<file path="src/rtl/wt_inval_queue.sv">
// Snoop invalidation FIFO feeding line-aligned invalidations to the WT cache.
// Optional coalescing of duplicate lines: define WT_INVAL_DEDUP_EN.
package config_pkg;
  typedef struct packed {
    int unsigned XLEN;
  } cva6_cfg_t;
  localparam cva6_cfg_t cva6_cfg_empty = '0;
endpackage

module wt_inval_queue #(
  parameter config_pkg::cva6_cfg_t CVA6Cfg = config_pkg::cva6_cfg_empty,
  parameter int unsigned Depth = 4,
  parameter int unsigned LineOffset = 4
) (
  input  logic                       clk_i,
  input  logic                       rst_ni,
  input  logic [63:0]                snoop_addr_i,
  input  logic                       snoop_valid_i,
  output logic                       snoop_ready_o,
  output logic [63:0]                inval_addr_o,
  output logic                       inval_valid_o,
  input  logic                       inval_ready_i,
  input  logic                       flush_i,
  output logic [$clog2(Depth):0]     level_o,
  output logic [15:0]                drop_cnt_o
);

  localparam int unsigned AW = $clog2(Depth);
  localparam int unsigned CW = AW + 1;
  localparam logic [CW-1:0] Full = CW'(Depth);
  localparam logic [63:0] Mask =
    ~((64'd1 << LineOffset) - 64'd1);

  logic [63:0]   mem_q [Depth];
  logic [AW-1:0] wptr_q;
  logic [AW-1:0] rptr_q;
  logic [CW-1:0] cnt_q;
  logic [63:0]   line;
  logic          push;
  logic          pop;
  logic          store;
  logic          unused_cfg;

  assign unused_cfg = ^CVA6Cfg;
  assign line = snoop_addr_i & Mask;

  assign snoop_ready_o = (cnt_q != Full) && !flush_i;
  assign inval_valid_o = (cnt_q != '0) && !flush_i;
  assign inval_addr_o  = inval_valid_o ? mem_q[rptr_q] : '0;
  assign level_o       = cnt_q;

  assign push = snoop_valid_i && snoop_ready_o;
  assign pop  = inval_valid_o && inval_ready_i;

`ifdef WT_INVAL_DEDUP_EN
  logic [Depth-1:0] vld_q;
  logic [15:0]      drop_q;
  logic             hit;
  logic             dup;

  // The head leaving this cycle no longer covers a new snoop.
  always_comb begin
    hit = 1'b0;
    for (int i = 0; i < Depth; i++) begin
      if (vld_q[i] && mem_q[i] == line &&
          !(pop && AW'(i) == rptr_q)) begin
        hit = 1'b1;
      end
    end
  end

  assign dup        = push && hit;
  assign store      = push && !hit;
  assign drop_cnt_o = drop_q;

  always_ff @(posedge clk_i or negedge rst_ni) begin
    if (!rst_ni) begin
      vld_q  <= '0;
      drop_q <= '0;
    end else if (flush_i) begin
      vld_q  <= '0;
    end else begin
      if (store) vld_q[wptr_q] <= 1'b1;
      if (pop)   vld_q[rptr_q] <= 1'b0;
      if (dup && drop_q != 16'hFFFF) begin
        drop_q <= drop_q + 16'd1;
      end
    end
  end
`else
  assign store      = push;
  assign drop_cnt_o = '0;
`endif

  always_ff @(posedge clk_i) begin
    if (store) mem_q[wptr_q] <= line;
  end

  always_ff @(posedge clk_i or negedge rst_ni) begin
    if (!rst_ni) begin
      wptr_q <= '0;
      rptr_q <= '0;
      cnt_q  <= '0;
    end else if (flush_i) begin
      wptr_q <= '0;
      rptr_q <= '0;
      cnt_q  <= '0;
    end else begin
      if (store) wptr_q <= wptr_q + AW'(1);
      if (pop)   rptr_q <= rptr_q + AW'(1);
      cnt_q <= cnt_q + CW'(store) - CW'(pop);
    end
  end

endmodule

</file>
<file path="config.mk">
export PLATFORM = sky130hd
export DESIGN_NAME = wt_inval_queue
export DESIGN_NICKNAME = d
export VERILOG_FILES = /design/src/rtl/wt_inval_queue.sv
export SDC_FILE = /design/constraint.sdc
export NUM_CORES = 1
export LEC_CHECK = 0
export BUFFER_PORTS_ARGS = -buffer_cell sky130_fd_sc_hd__buf_2
export CORE_ASPECT_RATIO = 0.75
export CORE_MARGIN = 4
export CORE_UTILIZATION = 45
export CTS_CLUSTER_DIAMETER = 150
export DETAILED_ROUTE_END_ITERATION = 7
export GPL_TIMING_DRIVEN = 0
export HOLD_SLACK_MARGIN = 0.02
export PLACE_DENSITY = 0.66
export SETUP_SLACK_MARGIN = 0.4
export SYNTH_ARGS = -nofsm -noshare
export SYNTH_HDL_FRONTEND = slang
export SYNTH_SLANG_ARGS = --single-unit
</file>
<file path="constraint.sdc">
create_clock -name clk_i -period 3.4 [get_ports clk_i]
set_input_delay 0.34 -clock clk_i [delete_from_list [all_inputs] [get_ports clk_i]]
set_output_delay 0.34 -clock clk_i [all_outputs]
set_load 0.02 [all_outputs]
</file>
==> flow_results.org, run 1 <==
** Global route
- Global routing consumed, over all layers together, 15.14% of the routing resources.
- The initial antenna violation count came to 4.
- Global routing finished with a remaining overflow of 0.
- Entering global routing, the biggest net connects 36 pins.
- GRT met2 Usage :: 24.36%
- The first global-routing pass estimated approximately 28000 um of wire.
- In this run the most used layer during global routing was met2.
- In the global route stage, met1 resource usage came out at a little over a fifth.
- Met3 track utilization from global routing :: 4.002%
- Number of global-route vias before repair :: around 5000

** Setup path
- STA classifies the critical path startpoint as a flip-flop.
- Slowest stage cell, crit path :: sky130_fd_sc_hd__dfrtp_1
- Worst path arrival time :: 2400 ps
- Cell-by-cell trace of the critical path :: nor3_1, nor2_2, clkbuf_1, and2_1, buf_2
- Along the worst path, the maximum fanout reaches 10.
- Critical Path Source :: level_o[1]$_DFF_PN0_
- The critical path in this run is classified as reg2out.
- The largest single stage delay on the critical path is around 500 ps.
- Required time worst endpoint :: around 3100 ps
- Source of the worst register-to-register timing path :: level_o[1]$_DFF_PN0_
- CP Capture Type :: output pin

** Floorplan
- For this configuration, the core starts out at a cell density of 45.85%.
- The die is 177.4 um wide.
- The floorplan step defined a die boundary enclosing 23960 um^2.
- After floorplanning, the core was divided into 46 placement rows.
- During I/O placement, the number of pins put on the boundary was 154.
- The total area inside the core boundary comes to approximately 21000 um^2.
- Measured along the y axis, the die boundary spans 135.1 um.

** CTS
- CTS HTree Levels :: 1
- CTS tree :: yes
- Buffer depth of the longest clock path :: 3
- CTS root buf :: sky130_fd_sc_hd__clkbuf_16
- Clock-pin slew was measured on the worst setup and hold paths at 60 ps.
- After clock tree synthesis, the repair step resized 0 gates.
- Clock net sink count :: 247
- The number of clock buffers added by TritonCTS is 25.
- At the later pin of the worst-skew pair, clock insertion delay measures 510 ps.

** Logic synthesis
- Dividing the synthesized area by the synthesized cell count gives 21.62 um^2.
- The share of the Yosys chip area taken by registers is 76.22%.
- Yosys mapped the design onto 27 distinct sky130hd cell types.
- Cell area after synthesis :: just under 10000 um^2
- Instance count of the mapped netlist :: 448
- Syn. warnings :: 0
- Total of flip-flops plus latches after synthesis :: 247

** Detailed routing
- Final ANT Viol Nets :: 0
- Vias after detailed routing :: ~4700
- In this run, the number of DRC markers left after iteration 0 of detailed routing was between 300 and 400.
- Count of TritonRoute iterations in the first routing pass :: 4
- Via-per-instance ratio :: 5.010
- DRC viols :: 0
- Post-DR wirelength/cell :: 19.39 um
- Final wirelength :: 18150 um

** Timing
- Sum Neg Setup Slack :: 0 ps
- Unrepaired setup endpoints after global routing :: false
- At the pin with the least slew margin, the transition time is 505.2 ps.
- Final-report setup violation count :: 0
- The worst pin sits at a relative slew slack of around 66%.
- The max-slew violation count is 0.
- Of the available clock period, the critical path in the final layout requires 80.45%.
- The number of endpoints with negative hold slack in the final report was 0.
- Final min period :: 2735 ps
- Final hold slack :: 43.82 ps
- Static timing analysis puts the maximum clock frequency at 365.6 MHz.
- On the final layout, the worst clock skew is 10.44 ps.

** Run status
- The flow ran to the end, and the final reports show no timing, DRC or antenna violations.

** Power and ir drop
- Overall power consumption :: 8.160 mW
- IR analysis of the VDD net gives a maximum drop of ~0.00045 V.
- Pwr/cell area :: around 700 nW/um^2
- Leakage power total :: 4.189 nW

** Final layout
- The number of antenna diodes in the final layout is 0.
- Once layout is complete, the utilization of the core stands at 55.33%.
- Nets :: approximately 710
- Layout cell share with drive strength beyond 1 :: about 40%
- Signed area change from the synthesized netlist to the final layout :: 20.67%

** Place
- Once detailed placement completed, the half-perimeter wirelength came to 11430 um.
- Quantity of I/O buffers inserted on ports :: 128
- Placer's final routability congestion estimate :: 0.6973

** Worst hold path
- The worst hold path begins at snoop_addr_i[49].
- The tightest min-delay check is of the in2reg type.

** Flow run
- Max-capacitance violation count :: 0
[cell usage after synthesis (all sizes together)]
cell    instances  share of area (%)
dfrtp           7                1.8
nand2b          2               0.13
mux2i           1               0.10
xnor2           1              0.090
or3             1              0.065
nor2            6               0.26
nand2           1              0.039
clkbuf          7               0.27
and2           65                4.2
xor2            2               0.18
buf            34                2.7
o21ai           1              0.052
ha              6               0.78
mux2            1               0.12
o31ai           1              0.078
fa              1               0.21
conb            1              0.039
edfxtp        240                 74
mux4           60                 14
nor2b           1              0.065
nor3            1              0.052
a21oi           3               0.19
inv             5               0.19
[power by group]
group          leakage [nW]  internal (mW)  switching [mW]
Combinational          1.53          0.842            1.01
Clock                 0.393           1.62            1.07
Sequential             2.27           3.56          0.0637
[layer usage]
metal	vias to the layer above	wire length, um
li1	2108	-
met1	2390	7949
met2	149	8628
met3	34	1237
met4	8	286
met5	-	43
[cell families (layout without fill, tap and decap cells)]
kind of cell               count (synthesis)  in the layout  share of synthesized area, %
AOI/OAI and AO/OA                          5              5                        0.3230
xor gates and xnor gates                   3              3                        0.2713
adders and majority gates                  7              7                        0.9818
buffers and inverters                     46            227                         3.191
DFF                                      247            247                         76.22
muxes                                     62             62                         14.17
other                                      1             20                       0.03872
and+or+nand+nor                           77             77                         4.806
[cell type report]
cell class | instances | area, um^2
inverters | 5 | 18.77
multi-input cells | 174 | 2076
clock buffers | 34 | 679.4
fillers | 1645 | 9435
well taps | 288 | 360.3
flip-flops and latches | 247 | 7382
repair buffers | 135 | 750.7
clock inverters | 12 | 130.1
plain buffers | 41 | 290.3
[worst max-delay path, delay by kind of cell, from the launching register on]
| kind | cells | cell delay [ps] |
|---|---|---|
| simple gates | 3 | 800 |
| buf+inv | 2 | 570 |
| flops | 1 | 500 |
[stage by stage]
step	setup WS [ps]	cells	area (um^2)
finish	664.7	936	11690
global route	489.1	936	11690
CTS	606.9	936	11690
detailed placement	973.9	887	10850
global placement	-579.4	883	10760
floorplan	593.6	467	9757
[sequential cells by signal, indices dropped and copies added, names as in the netlist]
name and flops:
level_o 3, mem_q 240, rptr_q 2, wptr_q 2
[final timing paths]
path	end	slack (ps)	depth (start not counted)
worst max-delay path	inval_addr_o[13]	660	5
worst min-delay path	mem_q[3][45]$_DFFE_PP_	40	1
worst max register to register	level_o[2]$_DFF_PN0_	970	10
worst min register to register	wptr_q[0]$_DFFE_PN0P_	550	1
max in group asynchronous	rptr_q[1]$_DFFE_PN0P_	3050	2
min in group asynchronous	rptr_q[0]$_DFFE_PN0P_	190	2
[layout by cell type (no fill, tap or decap), drive strengths merged]
| master | n |
|---|---|
| a21oi | 3 |
| and2 | 65 |
| buf | 166 |
| bufinv | 3 |
| clkbuf | 41 |
| clkinv | 8 |
| conb | 20 |
| dfrtp | 7 |
| dlygate4sd3 | 3 |
| edfxtp | 240 |
| fa | 1 |
| ha | 6 |
| inv | 6 |
| mux2 | 1 |
| mux2i | 1 |
| mux4 | 60 |
| nand2 | 1 |
| nand2b | 2 |
| nor2 | 6 |
| nor2b | 1 |
| nor3 | 1 |
| o21ai | 1 |
| o31ai | 1 |
| or3 | 1 |
| xnor2 | 1 |
| xor2 | 2 |
[timing repair]
item / in CTS / in global routing
endpoints found under the hold margin: 13 / 0
hold buffers: 3 / 0
buffers inserted: 0 / 0
Power figures use the tool's default switching activity.
==> run 2, diff against run 1 <==
--- a/config.mk
+++ b/config.mk
@@ -13,7 +13,7 @@
 export DETAILED_ROUTE_END_ITERATION = 7
 export GPL_TIMING_DRIVEN = 0
 export HOLD_SLACK_MARGIN = 0.02
-export PLACE_DENSITY = 0.66
+export PLACE_DENSITY = 0.68
 export SETUP_SLACK_MARGIN = 0.4
 export SYNTH_ARGS = -nofsm -noshare
 export SYNTH_HDL_FRONTEND = slang
==> constraint.sdc (replaced) <==
create_clock -name clk_i -period 2.5 [get_ports clk_i]
set_input_delay 0.25 -clock clk_i [delete_from_list [all_inputs] [get_ports clk_i]]
set_output_delay 0.25 -clock clk_i [all_outputs]
set_load 0.02 [all_outputs]
==> flow_results.org, run 2 (same netlist as run 1, synthesis figures left out) <==
** Run status
- Run status :: finished, final reports clean

** Global route
- Entering global routing, the biggest net connects 35 pins.
- Gr ovfl total :: 0
- Number of global-route vias before repair :: 5389
- The initial antenna violation count was 0.
- The first global-routing pass estimated 29340 um of wire.
- Across every metal layer, demand over resource in global routing totals 15.87%.

** Final layout
- Signed area change from the synthesized netlist to the final layout :: 29.70%
- Leaving out fill and tap cells, the most frequent cell in the layout is sky130_fd_sc_hd__edfxtp_1.
- The register with the most flip-flops in the layout has 240 of them.
- Layout cell share with drive strength beyond 1 :: 41.60%
- After filler insertion, the fill cell instance count of the layout stands at 1571.
- The finished layout holds about 1000 standard cells, fillers aside.
- 0 antenna diodes ended up in the layout.
- The final layout contains 775 nets.
- Register name with the most flops :: mem_q
- Leaving out fill and tap cells, the most frequent cells in the layout are sky130_fd_sc_hd__edfxtp_1, sky130_fd_sc_hd__buf_2, sky130_fd_sc_hd__dlygate4sd3_1.

** CTS
- In this run, CTS created clock tree buffers numbering 24.
- The root buffer cell chosen for the clock tree is sky130_fd_sc_hd__clkbuf_16.
- CTS tree :: yes
- CTS HTree Levels :: 1
- After clock tree synthesis, the clock-pin slew on the worst setup and hold paths is 60 ps.
- Clock latency on the worst-skew pair, taken at its later pin, is 500 ps.
- Clock net sink count :: 247
- Buffer depth of the longest clock path :: 3

** Setup path
- For this run, the slowest stage of the critical path takes 510 ps.
- Crit-path max FO :: 10
- CP top delay family :: multiplexers
- Together, buffers and inverters on the worst path number 3.
- The worst setup path is captured at an output pin.
- Type of element launching the critical path :: flip-flop
- Startpoint-to-endpoint class of the critical path :: reg2out
- Slowest stage cell, crit path :: sky130_fd_sc_hd__mux4_2
- At the worst endpoint, the arrival time is 2070 ps.
- Required time worst endpoint :: 2250 ps
- Dominant cell type by count on the critical path :: sky130_fd_sc_hd__buf_12
- Cell-by-cell trace of the critical path :: buf_12, buf_12, mux4_2, and2_1, buf_2

** Detailed routing
- Vias after detailed routing :: between 4000 and 5000
- Initial drt markers :: 337
- Final ANT Viol Nets :: 0
- For this run, design rule violations remaining after detail routing come to 0.
- Post-DR wirelength/cell :: 18.98 um
- Count of TritonRoute iterations in the first routing pass :: 4
- Via-per-instance ratio :: 4.984
- Final wirelength :: 19020 um

** Floorplan
- Die span in y :: 135.1 um
- Starting Density :: 45.85%
- Die footprint :: 23960 um^2
- The floorplan has 46 rows.
- In this run the standard cell core region covers 21120 um^2.
- Measured along the x axis, the die boundary spans 177.4 um.
- In this run the count of I/O pins placed on the die edge is ~150.

** Power and ir drop
- Total power for the finished layout comes to 11.50 mW.
- Leakage power total :: 4.544 nW
- IR analysis of the VDD net gives a maximum drop of ~0.0007 V.
- Pwr/cell area :: roughly 900 nW/um^2

** Timing
- Slew Limit Fails :: 0
- Setup slack after layout :: 176.9 ps
- In the finished design, the share of the clock period the worst path needs comes to 92.93%.
- Setup Skew :: between 9 and 10 ps
- Final-report setup violation count :: 0
- Final-report hold violation count :: 0
- Setup repair after global routing could not meet its margin everywhere.
- The clock period could shrink to 2323 ps.
- Peak clock frequency supported by timing :: roughly 430 MHz

** Flow run
- Max-capacitance violation count :: 0

** Place
- Before CTS, the worst setup slack after placement is -6.986 ps.
- At the end of routability-driven placement, the weighted congestion stood at around 0.65.
- Input and output buffers added on the ports amount to 128.
- The HPWL after detailed placement is 11670 um.
- Dpl cells :: 887

** Worst hold path
- Classification of the worst-slack hold path :: in2reg
[run 2: power by group]
| part | internal, mW | switching [mW] | leakage [nW] | total (mW) |
|---|---|---|---|---|
| logic | 1.51 | 1.51 | 1.90 | 3.02 |
| registers | 4.84 | 0.0891 | 2.27 | 4.93 |
| clock network | 2.12 | 1.43 | 0.381 | 3.54 |
| total | 8.47 | 3.02 | 4.54 | 11.5 |
[run 2: path summary, 6_finish.rpt]
check                                      start                     to  slack, ps  cells after the start
max in group asynchronous                 rst_ni   level_o[1]$_DFF_PN0_       2200                      2
setup / recovery           rptr_q[0]$_DFFE_PN0P_       inval_addr_o[52]        180                      5
hold reg to reg            wptr_q[0]$_DFFE_PN0P_  wptr_q[0]$_DFFE_PN0P_        570                      1
setup reg to reg            level_o[1]$_DFF_PN0_   level_o[2]$_DFF_PN0_        350                     11
hold / removal                           flush_i  rptr_q[0]$_DFFE_PN0P_         50                      2
min in group asynchronous                 rst_ni  wptr_q[1]$_DFFE_PN0P_        120                      2
[run 2: stage by stage]
step / setup TNS (ps) / instance area, um^2 / utilization [%] / hold slack (ps)
after floorplan: 0 / 9776 / - / -45.59
after global placement: -44030 / 10780 / 51.02 / 85.55
after detailed placement: -6.986 / 10860 / 51.42 / 96.28
after CTS: 0 / 12540 / 59.35 / 20.49
after global routing: 0 / 12560 / 59.47 / 65.72
final: 0 / 12560 / 59.47 / 53.02
[run 2: per-layer routing]
layer	GRT usage, %	share of wire, %	wire length, um	vias up
li1	-	-	-	2241
met1	22.11	43	8233	2551
met2	26.44	48	9170	172
met3	3.191	6.5	1245	30
met4	3.392	1.9	369	0
met5	0	0	0	-
[run 2: area by class of cell]
cell class	instances	area (um^2)	share of cell area (%)
buffer	41	402.9	3.207
tap	288	360.3	2.869
timing repair buffer	206	1471	11.71
sequential	247	7386	58.80
multi-input combinational	174	2142	17.05
clock buffer	27	633.1	5.040
clock inverter	14	145.1	1.155
inverter	5	21.27	0.1693
[run 2: timing repair]
action                                  CTS  global route
hold buffers                             64             0
endpoints found under the setup margin   74           115
gates cloned                              1             0
hold endpoints to repair                248             0
pin swaps                                 9             7
resized for setup                        48             3
buffers inserted                          7             2
==> run 3, diff against run 2 <==
--- a/config.mk
+++ b/config.mk
@@ -13,7 +13,7 @@
 export DETAILED_ROUTE_END_ITERATION = 7
 export GPL_TIMING_DRIVEN = 0
 export HOLD_SLACK_MARGIN = 0.02
-export PLACE_DENSITY = 0.68
+export PLACE_DENSITY = 0.73
 export SETUP_SLACK_MARGIN = 0.4
 export SYNTH_ARGS = -nofsm -noshare
 export SYNTH_HDL_FRONTEND = slang
==> flow_results.org, run 3 (same netlist as run 1, synthesis figures left out) <==
** CTS
- Clk slew on worst S/H paths :: 60 ps
- Clock net sink count :: approximately 250
- CTS root buf :: sky130_fd_sc_hd__clkbuf_16
- TritonCTS built the clock tree.
- The later pin in the worst-skew pair is clocked with a latency of approximately 500 ps.
- Buffer depth of the longest clock path :: 3
- CTS Buf Count :: 24
- CTS HTree Levels :: 1

** Worst hold path
- Classification of the worst-slack hold path :: in2reg
- The worst hold path was traced through 2 stages.
- In this run the most critical hold path is launched from flush_i.
- The path with the worst hold slack has its endpoint at level_o[1]$_DFF_PN0_.

** Power and ir drop
- The analysis attributes to cell leakage a power of between 4 and 5 nW.
- Pwr/cell area :: between 900 and 1000 nW/um^2
- Switching Share :: 26.13%
- Cell internal power was estimated by the tool at 8.600 mW.
- Switching pwr :: approximately 3.0 mW
- Combinational logic burns 26.2% of the power.
- In this run, flip-flops and latches consume 42.3% of the power.
- IR Drop Worst-Case VDD :: 0.0006199 V
- Clock power share :: 31.5%

** Timing
- Static timing analysis puts the maximum clock frequency at around 430 MHz.
- Adding up every negative setup slack in the final design gives 0 ps.
- Final-report setup violation count :: 0
- Slew Limit Fails :: 0
- The number of endpoints with negative hold slack in the final report is 0.
- Setup slack after layout :: 187.4 ps
- Unrepaired setup endpoints after global routing :: true
- After layout, the minimum clock period comes to 2313 ps.
- Dividing the final minimum period by the clock period gives between 90% and 100%.
- For the final database, setup skew stands at 12.37 ps.

** Final layout
- In the final layout, flip-flops and latches occupy 7386 um^2.
- From synthesis to final layout, the design area changed by 30.55%.
- Register name with the most flops :: mem_q
- The layout has ~1600 filler cells.
- Nets :: 776
- The number of antenna diodes in the final layout is 0.
- Once layout is complete, the cells apart from fillers number 1006.
- The register with the most flip-flops in the layout has 240 of them.
- Layout cell share with drive strength beyond 1 :: 43.59%
- Area of combinational cells with multiple inputs :: approximately 2200 um^2
- Top library cells by usage in the layout, fill and taps aside :: sky130_fd_sc_hd__edfxtp_1, sky130_fd_sc_hd__buf_2, sky130_fd_sc_hd__dlygate4sd3_1
- Most common library cell in the layout ignoring fill and taps :: sky130_fd_sc_hd__edfxtp_1

** Place
- Dpl cells :: 887
- Port buffering added roughly 130 buffers.
- Detailed placement finished with a half-perimeter wire length of 11420 um.
- OpenSTA, run right after detailed placement, puts the worst setup slack at between 20 and 30 ps.
- Placer's final routability congestion estimate :: 0.7135

** Detailed routing
- Via-per-instance ratio :: 4.896
- Once detail routing completed, the nets flagged for antenna violations numbered 0.
- Initial drt markers :: 258
- In the routed design, unresolved DRC markers number 0.
- Final wirelength :: 18970 um
- Post-DR wirelength/cell :: 18.86 um
- Vias after detailed routing :: 4925
- Before antenna repair, the detailed router went through 4 iterations.

** Global route
- Global routing finished with a remaining overflow of 0.
- Pin count of the biggest net entering global routing :: 40
- Number of global-route vias before repair :: 5292
- Tot GR Track Use :: 15.55%
- The initial antenna violation count is 0.
- Wire length of the first global-routing pass :: roughly 29000 um

** Floorplan
- Number of top-level design ports :: roughly 150
- The die is 177.4 um wide.
- The initialized floorplan defines 46 standard-cell rows.
- The total area inside the core boundary comes to 21120 um^2.
- Die span in y :: 135.1 um
- Die footprint :: 23960 um^2
- Starting Density :: 45.85%

** Setup path
- Reg-to-reg setup timing slack :: 400 ps
- Worst path arrival time :: approximately 2000 ps
- In this run the worst path has a maximum fanout of 10.
- Source of the worst register-to-register timing path :: level_o[0]$_DFF_PN0_
- End of the worst register-to-register path :: level_o[1]$_DFF_PN0_
- CP Capture Type :: output pin
- STA classifies the critical path startpoint as a flip-flop.
- Startpoint-to-endpoint class of the critical path :: reg2out
- Counting cells, the worst reg-to-reg path comes to 10.
- Required time worst endpoint :: ~2300 ps

** Flow run
- Across the run, the number of max-cap violations was 0.

** Run status
- Run status :: finished, final reports clean
## run 3: changes by cell type in the layout (fill, tap and decap cells not counted), sizes merged
cell | before | now
and2 | 65 | 67
buf | 175 | 177
bufinv | 3 | 4
clkinv | 10 | 11
clkinvlp | 1 | 2
dlygate4sd3 | 64 | 61
## run 3: metal layers
metal	share of wire (%)	global-route usage, %	vias to the layer above
met2	48	25.50	144
met3	5.7	3.219	23
met5	0	0	-
met4	1.8	3.091	0
met1	45	22.06	2503
li1	-	-	2255
## run 3: critical path: stages (launching register included)
cell and delay, ps:
sky130_fd_sc_hd__dfrtp_1 370, sky130_fd_sc_hd__buf_12 170, sky130_fd_sc_hd__buf_12 160, sky130_fd_sc_hd__mux4_2 500, sky130_fd_sc_hd__and2_1 190, sky130_fd_sc_hd__buf_2 160
## run 3: power by group through the flow
stage | Combinational, mW | Sequential [mW] | Clock, mW
after CTS | 2.93 | 4.93 | 3.75
after detailed placement | 2.59 | 5.02 | 0
after floorplan | 1.81 | 5.02 | 0
after global placement | 2.52 | 5.01 | 0
after global routing | 3.29 | 4.94 | 3.94
final | 3.05 | 4.92 | 3.67
## run 3: cell type report
cell class | count | area share, %
Tap cell | 288 | 2.850
Inverter | 5 | 0.1484
Clock inverter | 17 | 1.464
Timing Repair Buffer | 205 | 11.97
Clock buffer | 27 | 5.007
Buffer | 41 | 2.969
Sequential cell | 247 | 58.41
Multi-Input combinational cell | 176 | 17.18
## run 3: how the worst max path moves through the flow
stage / start / end / slack (ps) / depth (start not counted)
3_5_place_dp: level_o[2]$_DFF_PN0_ / level_o[2]$_DFF_PN0_ / 30 / 10
4_1_cts: rptr_q[0]$_DFFE_PN0P_ / inval_addr_o[9] / 160 / 5
2_1_floorplan: level_o[1]$_DFF_PN0_ / level_o[2]$_DFF_PN0_ / 400 / 10
3_3_place_gp: flush_i / mem_q[0][19]$_DFFE_PP_ / -160 / 4
6_report: rptr_q[0]$_DFFE_PN0P_ / inval_addr_o[26] / 190 / 5
5_1_grt: rptr_q[0]$_DFFE_PN0P_ / inval_addr_o[26] / 90 / 5
## run 3: timing repair
item | CTS | global route
hold buffers | 61 | 0
resized for setup | 40 | 29
pin swaps | 6 | 5
gates cloned | 0 | 3
buffers inserted | 8 | 3
setup endpoints to repair | 88 | 99
endpoints found under the hold margin | 247 | 0
## run 3: metrics by stage
step | total power, mW | hold WS [ps] | instance area [um^2] | utilization, %
floorplan | 6.826 | -45.59 | 9776 | -
global placement | 7.534 | 89.02 | 10780 | 51.02
detailed placement | 7.614 | 99.68 | 10880 | 51.49
CTS | 11.62 | 24.00 | 12500 | 59.18
global route | 12.17 | 53.60 | 12640 | 59.86
finish | 11.64 | 44.87 | 12640 | 59.86
